## src/rtl/spi_debug_master_pkg.sv

```systemverilog
// Shared definitions for the SPI debug-link initiator: word size, FSM state
// encoding and a helper for sizing down-counters.
package spi_debug_master_pkg;

  localparam int WORD_BITS = 16;
  localparam int BITCNT_W  = $clog2(WORD_BITS);

  typedef enum logic [2:0] {
    ST_IDLE     = 3'd0,
    ST_FRAME    = 3'd1,
    ST_SETUP    = 3'd2,
    ST_SHIFT    = 3'd3,
    ST_WAIT     = 3'd4,
    ST_IDLE_END = 3'd5
  } state_e;

  // Bits needed for a down-counter that starts at n-1 (at least one bit).
  function automatic int cnt_width(input int n);
    return (n > 1) ? $clog2(n) : 1;
  endfunction

endpackage

```

## src/rtl/spi_debug_master_tick_gen.sv

```systemverilog
// SPI half-period tick generator: a down-counter that pulses tick_o once
// every CLKDIV sys_clk cycles while enabled. restart_i reloads the count so
// the first tick lands exactly CLKDIV cycles after a state entry.
module spi_tick_gen
  import spi_debug_master_pkg::*;
#(
  parameter int CLKDIV = 4
) (
  input  logic sys_clk,
  input  logic reset,
  input  logic en_i,
  input  logic restart_i,
  output logic tick_o
);

  localparam int CW = cnt_width(CLKDIV);
  localparam logic [CW-1:0] RELOAD = CW'(CLKDIV - 1);

  logic [CW-1:0] cnt_q, cnt_d;

  // Tick fires at terminal count; it is not masked by restart so the tick
  // that causes a state change still takes effect.
  assign tick_o = en_i && (cnt_q == '0);

  // Next count: reload on restart or terminal count, otherwise count down.
  always_comb begin
    cnt_d = cnt_q;
    if (restart_i) begin
      cnt_d = RELOAD;
    end else if (en_i) begin
      cnt_d = (cnt_q == '0) ? RELOAD : cnt_q - 1'b1;
    end
  end

  // Counter register.
  always_ff @(posedge sys_clk or posedge reset) begin
    if (reset) cnt_q <= '0;
    else       cnt_q <= cnt_d;
  end

endmodule

```

## src/rtl/spi_debug_master.sv

```systemverilog
// SPI initiator for the debug write link. Serialises 16-bit words LSB-first
// on a CS-framed bus; first word of a frame is the address. Framing pulses
// with CS high reset the slave's bit counter before each frame.
//
// state    | meaning
// ---------+-----------------------------------------------------------
// IDLE     | CS high, sclk low, ready for the first (address) word
// FRAME    | CS high, FRAME_PULSES sclk pulses to resync the slave
// SETUP    | CS low, MOSI holds bit 0, CS_SETUP cycles before shifting
// SHIFT    | 16 sclk pulses; MOSI moves on falls, MISO sampled on rises
// WAIT     | CS low, sclk low, waiting (any length) for the next word
// IDLE_END | CS low hold for one half-period before CS rises
module spi_debug_master
  import spi_debug_master_pkg::*;
#(
  parameter int CLKDIV       = 4,
  parameter int FRAME_PULSES = 2,
  parameter int CS_SETUP     = 4
) (
  input  logic                 sys_clk,
  input  logic                 reset,
  input  logic                 tx_valid,
  output logic                 tx_ready,
  input  logic [WORD_BITS-1:0] tx_data,
  input  logic                 tx_last,
  output logic                 rx_valid,
  output logic [WORD_BITS-1:0] rx_data,
  output logic                 busy,
  output logic                 spi_clk_o,
  output logic                 spi_cs_o,
  output logic                 spi_data_o,
  input  logic                 spi_data_i
);

  localparam int FW = cnt_width(2 * FRAME_PULSES);
  localparam logic [FW-1:0] FRAME_RELOAD = FW'(2 * FRAME_PULSES - 1);
  localparam int SW = cnt_width(CS_SETUP);
  localparam logic [SW-1:0] SETUP_RELOAD = SW'(CS_SETUP - 1);
  localparam logic [BITCNT_W-1:0] LAST_BIT = BITCNT_W'(WORD_BITS - 1);

  state_e                state_q, state_d;
  logic                  cs_q, cs_d;
  logic                  sclk_q, sclk_d;
  logic                  mosi_q, mosi_d;
  logic [WORD_BITS-1:0]  shift_q, shift_d;
  logic [WORD_BITS-1:0]  rxshift_q, rxshift_d;
  logic [WORD_BITS-1:0]  rx_data_q, rx_data_d;
  logic                  rx_valid_q, rx_valid_d;
  logic                  last_q, last_d;
  logic [BITCNT_W-1:0]   bitcnt_q, bitcnt_d;
  logic [FW-1:0]         frame_cnt_q, frame_cnt_d;
  logic [SW-1:0]         setup_cnt_q, setup_cnt_d;

  logic tick;
  logic tick_en;
  logic tick_restart;
  logic accept;

  assign tick_en  = (state_q != ST_IDLE) && (state_q != ST_WAIT);
  // Ready is a function of state only; held low while reset is asserted.
  assign tx_ready = ((state_q == ST_IDLE) || (state_q == ST_WAIT)) && !reset;
  assign accept   = tx_valid && tx_ready;
  assign busy     = (state_q != ST_IDLE);

  assign spi_cs_o   = cs_q;
  assign spi_clk_o  = sclk_q;
  assign spi_data_o = mosi_q;
  assign rx_data    = rx_data_q;
  assign rx_valid   = rx_valid_q;

  spi_tick_gen #(
    .CLKDIV (CLKDIV)
  ) u_tick_gen (
    .sys_clk   (sys_clk),
    .reset     (reset),
    .en_i      (tick_en),
    .restart_i (tick_restart),
    .tick_o    (tick)
  );

  // Next-state and output-register logic for the framing/shift sequencer.
  always_comb begin
    state_d      = state_q;
    cs_d         = cs_q;
    sclk_d       = sclk_q;
    mosi_d       = mosi_q;
    shift_d      = shift_q;
    rxshift_d    = rxshift_q;
    rx_data_d    = rx_data_q;
    rx_valid_d   = 1'b0;
    last_d       = last_q;
    bitcnt_d     = bitcnt_q;
    frame_cnt_d  = frame_cnt_q;
    setup_cnt_d  = setup_cnt_q;
    tick_restart = 1'b0;

    unique case (state_q)
      ST_IDLE: begin
        cs_d   = 1'b1;
        sclk_d = 1'b0;
        if (accept) begin
          shift_d      = tx_data;
          last_d       = tx_last;
          bitcnt_d     = '0;
          frame_cnt_d  = FRAME_RELOAD;
          tick_restart = 1'b1;
          state_d      = ST_FRAME;
        end
      end

      ST_FRAME: begin
        if (tick) begin
          sclk_d = ~sclk_q;
          if (frame_cnt_q == '0) begin
            cs_d         = 1'b0;
            mosi_d       = shift_q[0];
            setup_cnt_d  = SETUP_RELOAD;
            tick_restart = 1'b1;
            state_d      = ST_SETUP;
          end else begin
            frame_cnt_d = frame_cnt_q - 1'b1;
          end
        end
      end

      ST_SETUP: begin
        if (setup_cnt_q == '0) begin
          tick_restart = 1'b1;
          state_d      = ST_SHIFT;
        end else begin
          setup_cnt_d = setup_cnt_q - 1'b1;
        end
      end

      ST_SHIFT: begin
        if (tick) begin
          if (!sclk_q) begin
            sclk_d    = 1'b1;
            rxshift_d = {spi_data_i, rxshift_q[WORD_BITS-1:1]};
          end else begin
            sclk_d   = 1'b0;
            shift_d  = shift_q >> 1;
            mosi_d   = shift_q[1];
            bitcnt_d = bitcnt_q + 1'b1;
            if (bitcnt_q == LAST_BIT) begin
              rx_data_d  = rxshift_q;
              rx_valid_d = 1'b1;
              state_d    = last_q ? ST_IDLE_END : ST_WAIT;
            end
          end
        end
      end

      ST_WAIT: begin
        cs_d   = 1'b0;
        sclk_d = 1'b0;
        if (accept) begin
          shift_d      = tx_data;
          last_d       = tx_last;
          mosi_d       = tx_data[0];
          bitcnt_d     = '0;
          tick_restart = 1'b1;
          state_d      = ST_SHIFT;
        end
      end

      ST_IDLE_END: begin
        if (tick) begin
          cs_d    = 1'b1;
          state_d = ST_IDLE;
        end
      end

      default: state_d = ST_IDLE;
    endcase
  end

  // State and datapath registers.
  always_ff @(posedge sys_clk or posedge reset) begin
    if (reset) begin
      state_q     <= ST_IDLE;
      cs_q        <= 1'b1;
      sclk_q      <= 1'b0;
      mosi_q      <= 1'b0;
      shift_q     <= '0;
      rxshift_q   <= '0;
      rx_data_q   <= '0;
      rx_valid_q  <= 1'b0;
      last_q      <= 1'b0;
      bitcnt_q    <= '0;
      frame_cnt_q <= '0;
      setup_cnt_q <= '0;
    end else begin
      state_q     <= state_d;
      cs_q        <= cs_d;
      sclk_q      <= sclk_d;
      mosi_q      <= mosi_d;
      shift_q     <= shift_d;
      rxshift_q   <= rxshift_d;
      rx_data_q   <= rx_data_d;
      rx_valid_q  <= rx_valid_d;
      last_q      <= last_d;
      bitcnt_q    <= bitcnt_d;
      frame_cnt_q <= frame_cnt_d;
      setup_cnt_q <= setup_cnt_d;
    end
  end

endmodule

```

## config.mk

```make
export PLATFORM = sky130hd
export DESIGN_NAME = spi_debug_master
export DESIGN_NICKNAME = d
export VERILOG_FILES = /design/src/rtl/spi_debug_master_pkg.sv /design/src/rtl/spi_debug_master_tick_gen.sv /design/src/rtl/spi_debug_master.sv
export SDC_FILE = /design/constraint.sdc
export NUM_CORES = 1
export LEC_CHECK = 0
export CAP_MARGIN = 25
export CORE_MARGIN = 3
export CORE_UTILIZATION = 50
export DETAILED_ROUTE_END_ITERATION = 8
export MAX_ROUTING_LAYER = met4
export PLACE_DENSITY = 0.85
export SYNTH_ARGS = -nofsm -noshare
export SYNTH_HDL_FRONTEND = slang
export SYNTH_HIERARCHICAL = 1
export SYNTH_SLANG_ARGS = --single-unit
```

## constraint.sdc

```tcl
create_clock -name sys_clk -period 7.11 [get_ports sys_clk]
set_input_delay 1.422 -clock sys_clk [delete_from_list [all_inputs] [get_ports sys_clk]]
set_output_delay 1.422 -clock sys_clk [all_outputs]
set_load 0.02 [all_outputs]
```

==> run_results.csv, run 1 <==
group,metric,value,unit
run_status,status,"finished clean",
setup_path,crit_fanout,5,
synthesis,synth-edff-count,0,
clocking,root_buffer,"clkbuf_8",
finish,drive_gt1_frac,0.233,
setup_path,timing.rr.start,"state_q[0]$_DFFE_PP0P_",
synthesis,ys.flop_type,"dfrtp_1",
synthesis,netlist_area,3030,sq um
synthesis,yosysWarningCount,6,
grt,antenna_found_initial,0,
sta,rsz0062_at_grt,"no",
power_and_ir_drop,seq_power_share,0.428,
finish,num_antenna_cells,0,
setup_path,startpoint_type,"input port",
floorplan,fp.dieH,83.8,um
clocking,postCtsSetupRepairBufs,0,
drt,wirelength,5.62,mm
placed_design,hpwl,3.79,mm
sta,final-max-slew-violation-count,0,
setup_path,critPathRequiredTime,5.69,ns
drt,drt-pass1-iter-count,4,
floorplan,num_rows,27,
power_and_ir_drop,p_int,0.887,mW
drt,drc,0,
grt,gr-total-overflow,0,
power_and_ir_drop,power.leakage,1.76,nW
floorplan,ios,43,
sta,clock_skew,0.00932,ns
power_and_ir_drop,swShare,0.336,
synthesis,synth-compound-area-share,0.140,
grt,grt_pass1_wl,9.84,mm
floorplan,die_w,83.8,um
synthesis,synth_top_area_frac,0.537,
clocking,clock_path_buffers,2,
grt,grt_usage,0.178,
sta,tightest_slew,0.790,ns
floorplan,die-area,7030,sq um
finish,final_nets,329,
sta,finalCritPeriodShare,0.571,
setup_path,end_kind,"primary output",
clocking,clkSinkCount,66,
hold_path,hp-start,"setup_cnt_q[0]$_DFFE_PP0P_",
setup_path,cp-startpoint,"reset",
sta,fin_tns_setup,0,ns
drt,drt_iter0_markers,119,
floorplan,core,5680,sq um
synthesis,synth_xor_area_frac,0.00289,
power_and_ir_drop,switching_power,0.448,mW
clocking,ctsHoldBuffers,0,
synthesis,yosysSeqAreaShare,0.546,
sta,hold_viol_final,0,
synthesis,ys_types,50,
drt,wire_per_inst,14.8,um
synthesis,synthSimpleGateAreaFrac,0.0983,
drt,vias_per_cell,5.50,
synthesis,synthTopCellsByArea,"dfrtp_1 54%, mux2_2 13%, inv_1 3.6%",
drt,ant_nets,0,
flow_run,max_cap_violations,0,
setup_path,critical_path_arrival,2.64,ns
setup_path,critPathKind,"in2out",
grt,grt_start_max_net_pins,65,
power_and_ir_drop,combinationalPowerShare,0.299,
clocking,post_cts_resized,0,
placed_design,placed_cell_area,3470,sq um
grt,grt_pass1_vias,2162,
clocking,path_clk_slew,0.07,ns
floorplan,start_util,0.534,
synthesis,synth_top_family_by_area,"compound AO/OA/AOI/OAI gates",
placed_design,place_worst_setup_slack,3.06,ns
finish,final_common_cell,"dfrtp_1",
finish,final_cell_mix,"65 x dfrtp_1, 42 x clkdlybuf4s50_1, 35 x mux2_2, 28 x inv_1, 15 x o22ai_1",
clocking,cts_tree,"done",
finish,final_area,3700,sq um
clocking,clock_latency,0.34,ns
synthesis,syn_nets,287,
sta,timing.fmax,246,MHz
synthesis,synthAdderAreaFrac,0.0165,
placed_design,io_buffers,42,
finish,fin_util,0.653,
hold_path,hp-class,"reg2reg",
synthesis,async_reset_ff_frac,1.00,
clocking,cts_buffers,9,
synthesis,synth.area.mux_share,0.134,
sta,slew_headroom,0.474,
placed_design,gp_congestion,0.854,
synthesis,synth_seq_cells,66,
power_and_ir_drop,power_density,360,nW/um^2
finish,area_delta_synth_final,22.4,%
sta,post-route-min-period,4.06,ns
power_and_ir_drop,pwr-share-clk,0.274,
synthesis,yosys.area.top_type,"dfrtp_1",
synthesis,synth_cells,262,
clocking,h-tree-depth,3,
power_and_ir_drop,irDropWorstVdd,0.182,mV
synthesis,synth_area_per_cell,11.6,sq um
sta,setup_viol,0,
drt,num_vias,2097,
sta,setup_ws,3.05,ns
-- layer usage --
metal,global-route usage,vias up,wire (um)
li1,-,1008,-
met1,0.219,1045,2630
met2,0.291,38,2760
met3,0.0276,6,162
met4,0.0789,0,78
met5,-,-,0
-- area by class of cell --
class / count / area [sq um]
sequential: 66 / 1650
timing repair buffer: 44 / 435
multi-input combinational: 154 / 1180
clock inverter: 7 / 109
tap: 72 / 90.1
clock buffer: 9 / 124
inverter: 29 / 109
fill: 446 / 1970
-- power by group through the flow --
| stage | Sequential, mW | Combinational [mW] | Clock (mW) |
|---|---|---|---|
| floorplan | 0.547 | 0.344 | 0 |
| global placement | 0.572 | 0.386 | 0 |
| detailed placement | 0.577 | 0.402 | 0 |
| CTS | 0.571 | 0.404 | 0.372 |
| global route | 0.589 | 0.452 | 0.391 |
| finish | 0.571 | 0.399 | 0.365 |
-- worst max-delay path, stage by stage --
cell	delay, ns
clkdlybuf4s50_1	0.49
nor2_1	0.13
clkdlybuf4s50_1	0.60
-- flip-flops by register name (all words and copies together), names as in the netlist --
signal and cells:
bitcnt_q 4, frame_cnt_q 2, last_q 1, rx_data 16, rx_valid 1, rxshift_q 16
setup_cnt_q 2, shift_q 16, spi_clk_o 1, spi_cs_o 1, spi_data_o 1, state_q 3
u_tick_gen/cnt_q 2
-- cells in the mapped netlist (all sizes together) (4+ instances only) --
library cell  instances
dfrtp                65
mux2                 36
inv                  29
a21oi                22
nand2                15
o22ai                15
o21ai                12
buf                   8
nor2                  6
nor3                  6
clkbuf                5
nand3                 5
ha                    4
-- cell families after synthesis --
kind of cell	count (synthesis)
AO/OA/AOI/OAI	62
XOR/XNOR	1
multiplexers	36
flip-flops	66
buffers and inverters	42
AND/OR/NAND/NOR	51
adder cells (fa/ha/maj)	4
-- through the flow --
stage,power [mW],std cells,hold slack [ns]
floorplan,0.891,262,0.445
global placement,0.958,365,0.467
detailed placement,0.979,365,0.473
CTS,1.35,381,0.483
global route,1.43,381,0.504
finish,1.34,381,0.480
-- worst paths after layout --
| kind | end | slack (ns) | cells after the start |
|---|---|---|---|
| hold / removal | setup_cnt_q[0]$_DFFE_PP0P_ | 0.48 | 1 |
| setup reg to reg | rx_data[6]$_DFFE_PP0P_ | 4.49 | 7 |
| max in group asynchronous | frame_cnt_q[1]$_DFFE_PP0P_ | 4.86 | 3 |
| min in group asynchronous | u_tick_gen/cnt_q[0]$_DFFE_PP0P_ | 1.35 | 2 |
| setup / recovery | tx_ready | 3.05 | 3 |
| hold reg to reg | setup_cnt_q[0]$_DFFE_PP0P_ | 0.48 | 1 |
(Power assumes the default switching activity.)
==> inputs of run 2 (changes only) <==
==> constraint.sdc (replaced) <==
create_clock -name sys_clk -period 3.77 [get_ports sys_clk]
set_input_delay 0.754 -clock sys_clk [delete_from_list [all_inputs] [get_ports sys_clk]]
set_output_delay 0.754 -clock sys_clk [all_outputs]
set_load 0.02 [all_outputs]
==> run 2 against run 1 <==
  * Worst hold slack got worse by 0.00095 ns
  * Die area unchanged
  * Critical path depth increased by 1
  * Cell area increased by 0.78%
  * Routed wire length increased by 3.4%
  * Combinational power increased by 93%
  * Flip-flop and latch count unchanged
  * Worst setup slack got worse by 2.3 ns
  * First-iteration DRC count decreased by 13%
  * Final cell count increased by 0.79%
  * Critical path type is now reg2out
==> run_results.csv, run 2 (synthesis gave the netlist of run 1 again) <==
group,metric,value,unit
grt,grt.busiest_layer,"met2",
drt,num_vias,2123,
floorplan,core,5680,sq um
grt,grt_pass1_vias,2188,
finish,area_delta_synth_final,23.3,%
drt,vias_per_cell,5.53,
sta,slew_headroom,0.567,
setup_path,reg2reg_depth,7,
flow_run,max_cap_violations,0,
grt,antenna_found_initial,0,
hold_path,hold_path_depth,1,
drt,drc,0,
floorplan,ios,43,
run_status,status,"finished clean",
floorplan,start_util,0.534,
finish,final_nets,332,
grt,met1_usage,0.236,
clocking,postCtsSetupRepairBufs,0,
clocking,cts_tree,"done",
sta,setup_viol,0,
floorplan,fp.dieH,83.8,um
floorplan,die_w,83.8,um
clocking,h-tree-depth,3,
setup_path,critPathRequiredTime,3.02,ns
hold_path,hp-class,"reg2reg",
placed_design,dp.cells,368,
clocking,cts_buffers,9,
clocking,clock_path_buffers,2,
drt,drt-pass1-iter-count,4,
finish,regArea,1650,sq um
drt,wirelength,5.81,mm
sta,tightest_slew,0.647,ns
clocking,root_buffer,"clkbuf_8",
finish,drive_gt1_frac,0.240,
finish,fillers,448,
drt,drt_iter0_markers,104,
setup_path,critical_path_arrival,2.23,ns
drt,wire_per_inst,15.1,um
sta,final-max-slew-violation-count,0,
power_and_ir_drop,power.leakage,1.77,nW
grt,grt_util_met3,0.0276,
finish,multiInputGateArea,1180,sq um
sta,clock_skew,0.0104,ns
sta,hold_viol_final,0,
clocking,post_cts_resized,0,
sta,timing.fmax,336,MHz
finish,final_cell_mix,"65 x dfrtp_1, 42 x clkdlybuf4s50_1, 35 x mux2_2, 28 x inv_1, 15 x o22ai_1",
grt,gr-total-overflow,0,
sta,post-route-min-period,2.98,ns
placed_design,gp_congestion,0.791,
drt,ant_nets,0,
power_and_ir_drop,p_total,2.52,mW
clocking,ctsHoldBuffers,0,
grt,grt_pass1_wl,10.3,mm
finish,final_common_cell,"dfrtp_1",
grt,met2_usage,0.296,
clocking,clock_latency,0.33,ns
sta,rsz0062_at_grt,"no",
setup_path,startpoint_type,"flop",
finish,num_antenna_cells,0,
grt,grt_usage,0.187,
power_and_ir_drop,power_density,674,nW/um^2
finish,fin_cells,384,
grt,grt_start_max_net_pins,28,
power_and_ir_drop,irDropWorstVdd,0.333,mV
clocking,path_clk_slew,0.08,ns
setup_path,critPathKind,"reg2out",
setup_path,crit_fanout,19,
setup_path,end_kind,"primary output",
sta,finalCritPeriodShare,0.790,
floorplan,die-area,7030,sq um
placed_design,hpwl,4.01,mm
clocking,clkSinkCount,66,
sta,fin_tns_setup,0,ns
floorplan,num_rows,27,
placed_design,io_buffers,42,
sta,hold_slack,0.479,ns
## run 2: changes by cell type in the layout (fill, tap and decap cells not counted), sizes merged
cell      change
buf           +3
clkbuf        +1
clkinvlp      +2
inv           -3
## run 2: cell type report
class                   instances  area share
clock buffers                  10      0.0369
clock inverters                 6      0.0238
inverters                      29      0.0292
multi-input cells             154       0.317
flip-flops and latches         66       0.443
well taps                      72      0.0241
repair buffers                 47       0.126
## run 2: stage by stage
stage / util / setup slack [ns] / cell area, sq um
finish: 0.658 / 0.790 / 3730
global route: 0.658 / 0.599 / 3730
CTS: 0.658 / 0.789 / 3730
detailed placement: 0.618 / 1.04 / 3510
global placement: 0.614 / 1.07 / 3490
floorplan: - / 1.42 / 3030
## run 2: worst max-delay path, cell delays in order, from the launching register on
cell             delay, ns
dfrtp_1               0.58
nor2_1                0.40
inv_1                 0.19
nor2_1                0.11
clkdlybuf4s50_1       0.61
## run 2: metal layers
metal  share of wire  vias to the layer above  wire, um
li1                -                     1008         -
met1            0.45                     1052      2630
met2            0.49                       52      2860
met3           0.035                       11       203
met4           0.020                        0       118
met5               0                        -         0
## run 2: report_power, final
| part | switching [mW] | internal (mW) | total (mW) |
|---|---|---|---|
| Combinational | 0.391 | 0.378 | 0.769 |
| Clock | 0.278 | 0.391 | 0.670 |
| Sequential | 0.165 | 0.912 | 1.08 |
## run 2: path summary, 6_finish.rpt
kind / startpoint / endpoint / slack (ns)
max: state_q[0]$_DFFE_PP0P_ / tx_ready / 0.79
min reg2reg: setup_cnt_q[0]$_DFFE_PP0P_ / setup_cnt_q[0]$_DFFE_PP0P_ / 0.48
min: setup_cnt_q[0]$_DFFE_PP0P_ / setup_cnt_q[0]$_DFFE_PP0P_ / 0.48
max in group asynchronous: reset / bitcnt_q[1]$_DFFE_PP0P_ / 2.29
min in group asynchronous: reset / u_tick_gen/cnt_q[1]$_DFFE_PP0P_ / 0.71
max reg2reg: state_q[0]$_DFFE_PP0P_ / rx_data[6]$_DFFE_PP0P_ / 1.11
